===== src/rtl/sqrt_arb.sv =====
// sqrt_arb: round-robin arbiter/sequencer sharing one sqrt unit among NREQ requesters.
// One operation in flight at a time. A watchdog reports a sqrt unit that never raises busy.
module sqrt_arb #(
   parameter int unsigned NREQ = 4,
   parameter int unsigned DW   = 8,
   parameter int unsigned TMO  = 8
) (
   input  logic               clk,
   input  logic               rstn_i,
   input  logic [NREQ-1:0]    req_i,
   input  logic [NREQ*DW-1:0] dt_req_i,
   output logic [NREQ-1:0]    ack_o,
   output logic [NREQ-1:0]    done_o,
   output logic [DW-1:0]      dt_res_o,
   output logic               err_o,
   output logic               busy_o,
   output logic               sqrt_enb_o,
   output logic [DW-1:0]      sqrt_dt_o,
   input  logic               sqrt_busy_i,
   input  logic [DW-1:0]      sqrt_dt_i
);

   localparam int unsigned PW = (NREQ > 1) ? $clog2(NREQ) : 1;
   localparam int unsigned CW = $clog2(TMO + 1);

   typedef enum logic [2:0] {
      S_IDLE,
      S_ISSUE,
      S_WAIT_BUSY,
      S_RUN,
      S_DONE
   } state_t;

   state_t              state_q, state_d;
   logic [PW-1:0]       rr_ptr_q, rr_ptr_d;
   logic [PW-1:0]       owner_q, owner_d;
   logic [DW-1:0]       opnd_q, opnd_d;
   logic [CW-1:0]       cnt_q, cnt_d;
   logic                err_flag_q, err_flag_d;
   logic [NREQ-1:0]     ack_q, ack_d;
   logic [NREQ-1:0]     done_q, done_d;
   logic [DW-1:0]       res_q, res_d;
   logic [DW-1:0]       sdt_q, sdt_d;
   logic                err_q, err_d;
   logic                busy_q, busy_d;
   logic                enb_q, enb_d;

   logic                win_found_c;
   logic [PW-1:0]       win_c;
   logic [PW:0]         scan_c;

   // Round-robin winner: first pending request at or above rr_ptr, wrapping at NREQ.
   always_comb begin
      win_found_c = 1'b0;
      win_c       = '0;
      scan_c      = '0;
      for (int unsigned i = 0; i < NREQ; i++) begin
         scan_c = {1'b0, rr_ptr_q} + (PW+1)'(i);
         if (scan_c >= (PW+1)'(NREQ)) begin
            scan_c = scan_c - (PW+1)'(NREQ);
         end
         if (!win_found_c && req_i[scan_c[PW-1:0]]) begin
            win_found_c = 1'b1;
            win_c       = scan_c[PW-1:0];
         end
      end
   end

   // Next-state logic and registered-output decode of the next state.
   always_comb begin
      state_d    = state_q;
      rr_ptr_d   = rr_ptr_q;
      owner_d    = owner_q;
      opnd_d     = opnd_q;
      cnt_d      = cnt_q;
      err_flag_d = err_flag_q;
      res_d      = res_q;

      case (state_q)
         S_IDLE: begin
            if (win_found_c && !sqrt_busy_i) begin
               owner_d = win_c;
               opnd_d  = dt_req_i[32'(win_c) * DW +: DW];
               state_d = S_ISSUE;
            end
         end
         S_ISSUE: begin
            cnt_d   = '0;
            state_d = S_WAIT_BUSY;
         end
         S_WAIT_BUSY: begin
            if (sqrt_busy_i) begin
               state_d = S_RUN;
            end else if (cnt_q == CW'(TMO - 1)) begin
               err_flag_d = 1'b1;
               res_d      = '0;
               state_d    = S_DONE;
            end else begin
               cnt_d = cnt_q + CW'(1);
            end
         end
         S_RUN: begin
            if (!sqrt_busy_i) begin
               res_d   = sqrt_dt_i;
               state_d = S_DONE;
            end
         end
         S_DONE: begin
            rr_ptr_d   = (owner_q == PW'(NREQ - 1)) ? '0 : owner_q + PW'(1);
            err_flag_d = 1'b0;
            state_d    = S_IDLE;
         end
         default: begin
            state_d = S_IDLE;
         end
      endcase

      ack_d  = (state_d == S_ISSUE) ? (NREQ'(1) << owner_d) : '0;
      enb_d  = (state_d == S_ISSUE);
      sdt_d  = (state_d == S_ISSUE) ? opnd_d : '0;
      done_d = (state_d == S_DONE) ? (NREQ'(1) << owner_d) : '0;
      err_d  = (state_d == S_DONE) && err_flag_d;
      busy_d = (state_d != S_IDLE);
   end

   // State and output registers; reset aborts any operation in flight.
   always_ff @(posedge clk or negedge rstn_i) begin
      if (!rstn_i) begin
         state_q    <= S_IDLE;
         rr_ptr_q   <= '0;
         owner_q    <= '0;
         opnd_q     <= '0;
         cnt_q      <= '0;
         err_flag_q <= 1'b0;
         ack_q      <= '0;
         done_q     <= '0;
         res_q      <= '0;
         sdt_q      <= '0;
         err_q      <= 1'b0;
         busy_q     <= 1'b0;
         enb_q      <= 1'b0;
      end else begin
         state_q    <= state_d;
         rr_ptr_q   <= rr_ptr_d;
         owner_q    <= owner_d;
         opnd_q     <= opnd_d;
         cnt_q      <= cnt_d;
         err_flag_q <= err_flag_d;
         ack_q      <= ack_d;
         done_q     <= done_d;
         res_q      <= res_d;
         sdt_q      <= sdt_d;
         err_q      <= err_d;
         busy_q     <= busy_d;
         enb_q      <= enb_d;
      end
   end

   assign ack_o      = ack_q;
   assign done_o     = done_q;
   assign dt_res_o   = res_q;
   assign err_o      = err_q;
   assign busy_o     = busy_q;
   assign sqrt_enb_o = enb_q;
   assign sqrt_dt_o  = sdt_q;

endmodule


===== config.mk =====
export PLATFORM = sky130hd
export DESIGN_NAME = sqrt_arb
export DESIGN_NICKNAME = d
export VERILOG_FILES = /design/src/rtl/sqrt_arb.sv
export SDC_FILE = /design/constraint.sdc
export NUM_CORES = 1
export LEC_CHECK = 0
export ABC_CLOCK_PERIOD_IN_PS = 4050
export CAP_MARGIN = 20
export CORE_MARGIN = 8
export CORE_UTILIZATION = 45
export DETAILED_ROUTE_END_ITERATION = 8
export GPL_ROUTABILITY_DRIVEN = 1
export PLACE_DENSITY = 0.83
export SETUP_SLACK_MARGIN = 0.4
export SLEW_MARGIN = 0
export SYNTH_ARGS = -nofsm -noshare
export SYNTH_HDL_FRONTEND = slang
export SYNTH_SLANG_ARGS = --single-unit

===== constraint.sdc =====
create_clock -name clk -period 4.05 [get_ports clk]
set_input_delay 0.405 -clock clk [delete_from_list [all_inputs] [get_ports clk]]
set_output_delay 0.405 -clock clk [all_outputs]
set_load 0.03 [all_outputs]

==> summary.md <==
| Metric | Value |
|---|---|
| Status | completed |
| Most frequent cells in the layout | 72 x clkdlybuf4s50_1, 39 x dfrtp_1, 17 x mux2i_1 |
| Post-place setup slack | between 1500 and 2000 ps |
| # hold bufs at CTS | 0 |
| Post-Synthesis Cells | 161 |
| CP max stage cell | o41ai_4 |
| CP bufs+invs | 1 |
| Critical Path RT | between 4000 and 5000 ps |
| Post-CTS Resized | 0 |
| Synth cell types | 40 |
| Largest net degree at the start of global routing | 40 |
| Fmax | 514 MHz |
| Dpl hpwl | 3.68 mm |
| Max_slew headroom | 0.432 |
| Slew @ Worst Pin | 851 ps |
| Initial core utilization | 0.466 |
| Cts bufs inserted | 5 |
| Setup ws final | 2100 ps |
| Critical path class | in2reg |
| Minimum clock period | 1950 ps |
| Chip Width | 80.1 um |
| Post-Route WL | 4.81 mm |
| # diodes | 0 |
| Crit path max-delay family | compound AO/OA/AOI/OAI gates |
| H-tree levels | 2 |
| Final hold vios | 0 |
| Critical path arrival | between 2000 and 2500 ps |
| Crit-path max cell delay | 640 ps |
| Worst Path Max Fanout | 9 |
| Mean post-synth cell area | 11.5 sq um |
| Seq/Total Area, Yosys | 0.527 |
| Crit path cell chain | clkdlybuf4s50_1 > o41ai_4 > nand2_1 > or2_1 > a21oi_1 |
| Clock-pin slew on the worst setup and hold paths | 80 ps |
| Nets | approximately 280 |
| DR vias/cell | 5.22 |
| Ports | 74 |
| Pwr Total | 1.73 mW |
| Layout Skew | 6.48 ps |
| Flop and latch count out of synthesis | 39 |
| Commonest non-fill, non-tap cell in the layout | clkdlybuf4s50_1 |
| Syn_nets | 210 |
| Drt first pass iters | 4 |
| Synth warnings | 0 |
| CTS tree | yes |
| Wire per inst | 16.9 um |
| Final setup TNS | 0 ps |
| Via count | 1488 |
| Post-CTS setup buffer count | 0 |
| DIE AREA | 6420 sq um |
| Placed cell count | 277 |
| Maxcap violations | 0 |
| Global-route wire length before repair | 7.45 mm |
| Finish-stage setup viols | 0 |
| DRC errors left | 0 |
| HP Class | in2async |
| Power Dens Cells | 637 nW/um^2 |
| Cell area after synthesis | about 1900 sq um |
| Pleak | 1.24 nW |
| Area delta synth->final | 47.1% |
| RSZ-0062 raised after global routing | no |
| Crit. End Element | register |
| Async set-reset flop share out of synthesis | 1.00 |
| IR drop worst, VDD | just under 0.4 mV |
| Clock Latency Late Sink | 290 ps |
| Startpoint Class | input port |
| Num rows | 23 |
| Number of global-route vias before repair | 1497 |
| Final antenna-violating net count | 0 |
| Clk buf depth | 2 |
| Gr ovfl total | 0 |
| Final Wtd Congestion | 0.748 |
| Die Y | ~80 um |
| Fin cells | between 200 and 300 |
| PortBufs | 73 |
| Layout cell share with drive strength beyond 1 | 0.0936 |
| Pins Over Slew Limit | 0 |
| CTS Root Cell | clkbuf_8 |
| Initial antenna violation count | 0 |
| Core ar. | 3970 sq um |
| Final period util | 0.481 |
| DR iter-0 viols | 77 |
| Ys flop type | dfrtp_1 |
| GRT Total Usage | 0.149 |
| Post-synth EDFFs | 0 |
| Clk sinks | 39 |
==> cell usage after synthesis, drive strengths merged, types with 3 or more instances <==
library cell	number	area (sq um)
dfrtp	39	976
mux2i	17	170
nor2	14	57.6
nand2	11	43.8
a22o	8	70.1
inv	8	32.5
o22ai	8	50.1
o21ai	7	35.0
buf	6	53.8
a21oi	5	25.0
clkbuf	3	11.3
nand2b	3	18.8
nand3	3	27.5
or3	3	23.8
==> final cells by class <==
type / count / area, sq um
repair buffers: 75 / 741
clock inverters: 2 / 60.1
flip-flops and latches: 39 / 976
fillers: 316 / 1250
multi-input cells: 105 / 777
clock buffers: 6 / 72.6
inverters: 8 / 32.5
well taps: 50 / 62.6
==> logic make-up (layout without fill, tap and decap cells) <==
| kind of cell | count (synthesis) | in the layout | synth area share |
|---|---|---|---|
| AND/OR/NAND/NOR | 46 | 46 | 0.144 |
| flip-flops | 39 | 39 | 0.527 |
| AO/OA/AOI/OAI | 37 | 37 | 0.155 |
| multiplexers | 18 | 18 | 0.0980 |
| buffers and inverters | 17 | 91 | 0.0527 |
| adder cells (fa/ha/maj) | 2 | 2 | 0.0135 |
| XOR/XNOR | 2 | 2 | 0.00947 |
==> state kept, by name, indices dropped and copies added, names as in the netlist <==
register,cells
ack_o,4
busy_o,1
cnt_q,4
done_o,4
dt_res_o,8
err_flag_q,1
err_o,1
owner_q,2
rr_ptr_q,2
sqrt_dt_o,8
sqrt_enb_o,1
state_q,3
==> where the power goes <==
group	leakage (nW)	internal, mW	switching [mW]
registers	0.509	0.505	0.0987
logic	0.664	0.340	0.405
clock network	0.0654	0.246	0.137
==> stage by stage <==
| step | hold WS [ps] | area (sq um) | util |
|---|---|---|---|
| after floorplan | 109 | 1850 | - |
| after global placement | 489 | 2590 | 0.652 |
| after detailed placement | 495 | 2590 | 0.652 |
| after CTS | 248 | 2720 | 0.685 |
| after global routing | 289 | 2720 | 0.685 |
| final | 225 | 2720 | 0.685 |
==> layer usage <==
metal  wire [um]  track usage  up-vias
met5           0            0        -
met4          46       0.0545        0
met3         221       0.0257        5
met2        2670        0.269       39
met1        1870        0.171      727
li1            -            -      717
==> final timing paths <==
path | from | end | slack, ps | cells past startpoint
setup / recovery | req_i[1] | done_o[1]$_DFF_PN0_ | 2100 | 5
setup reg to reg | cnt_q[0]$_DFFE_PN0P_ | busy_o$_DFF_PN0_ | 2210 | 6
min in group clk | dt_res_o[5]$_DFFE_PN0P_ | dt_res_o[5]$_DFFE_PN0P_ | 510 | 1
hold reg to reg | dt_res_o[5]$_DFFE_PN0P_ | dt_res_o[5]$_DFFE_PN0P_ | 510 | 1
max in group asynchronous | rstn_i | err_o$_DFF_PN0_ | 3300 | 1
hold / removal | rstn_i | state_q[0]$_DFF_PN0_ | 220 | 1
No activity file was read; power rests on OpenSTA's default activity.
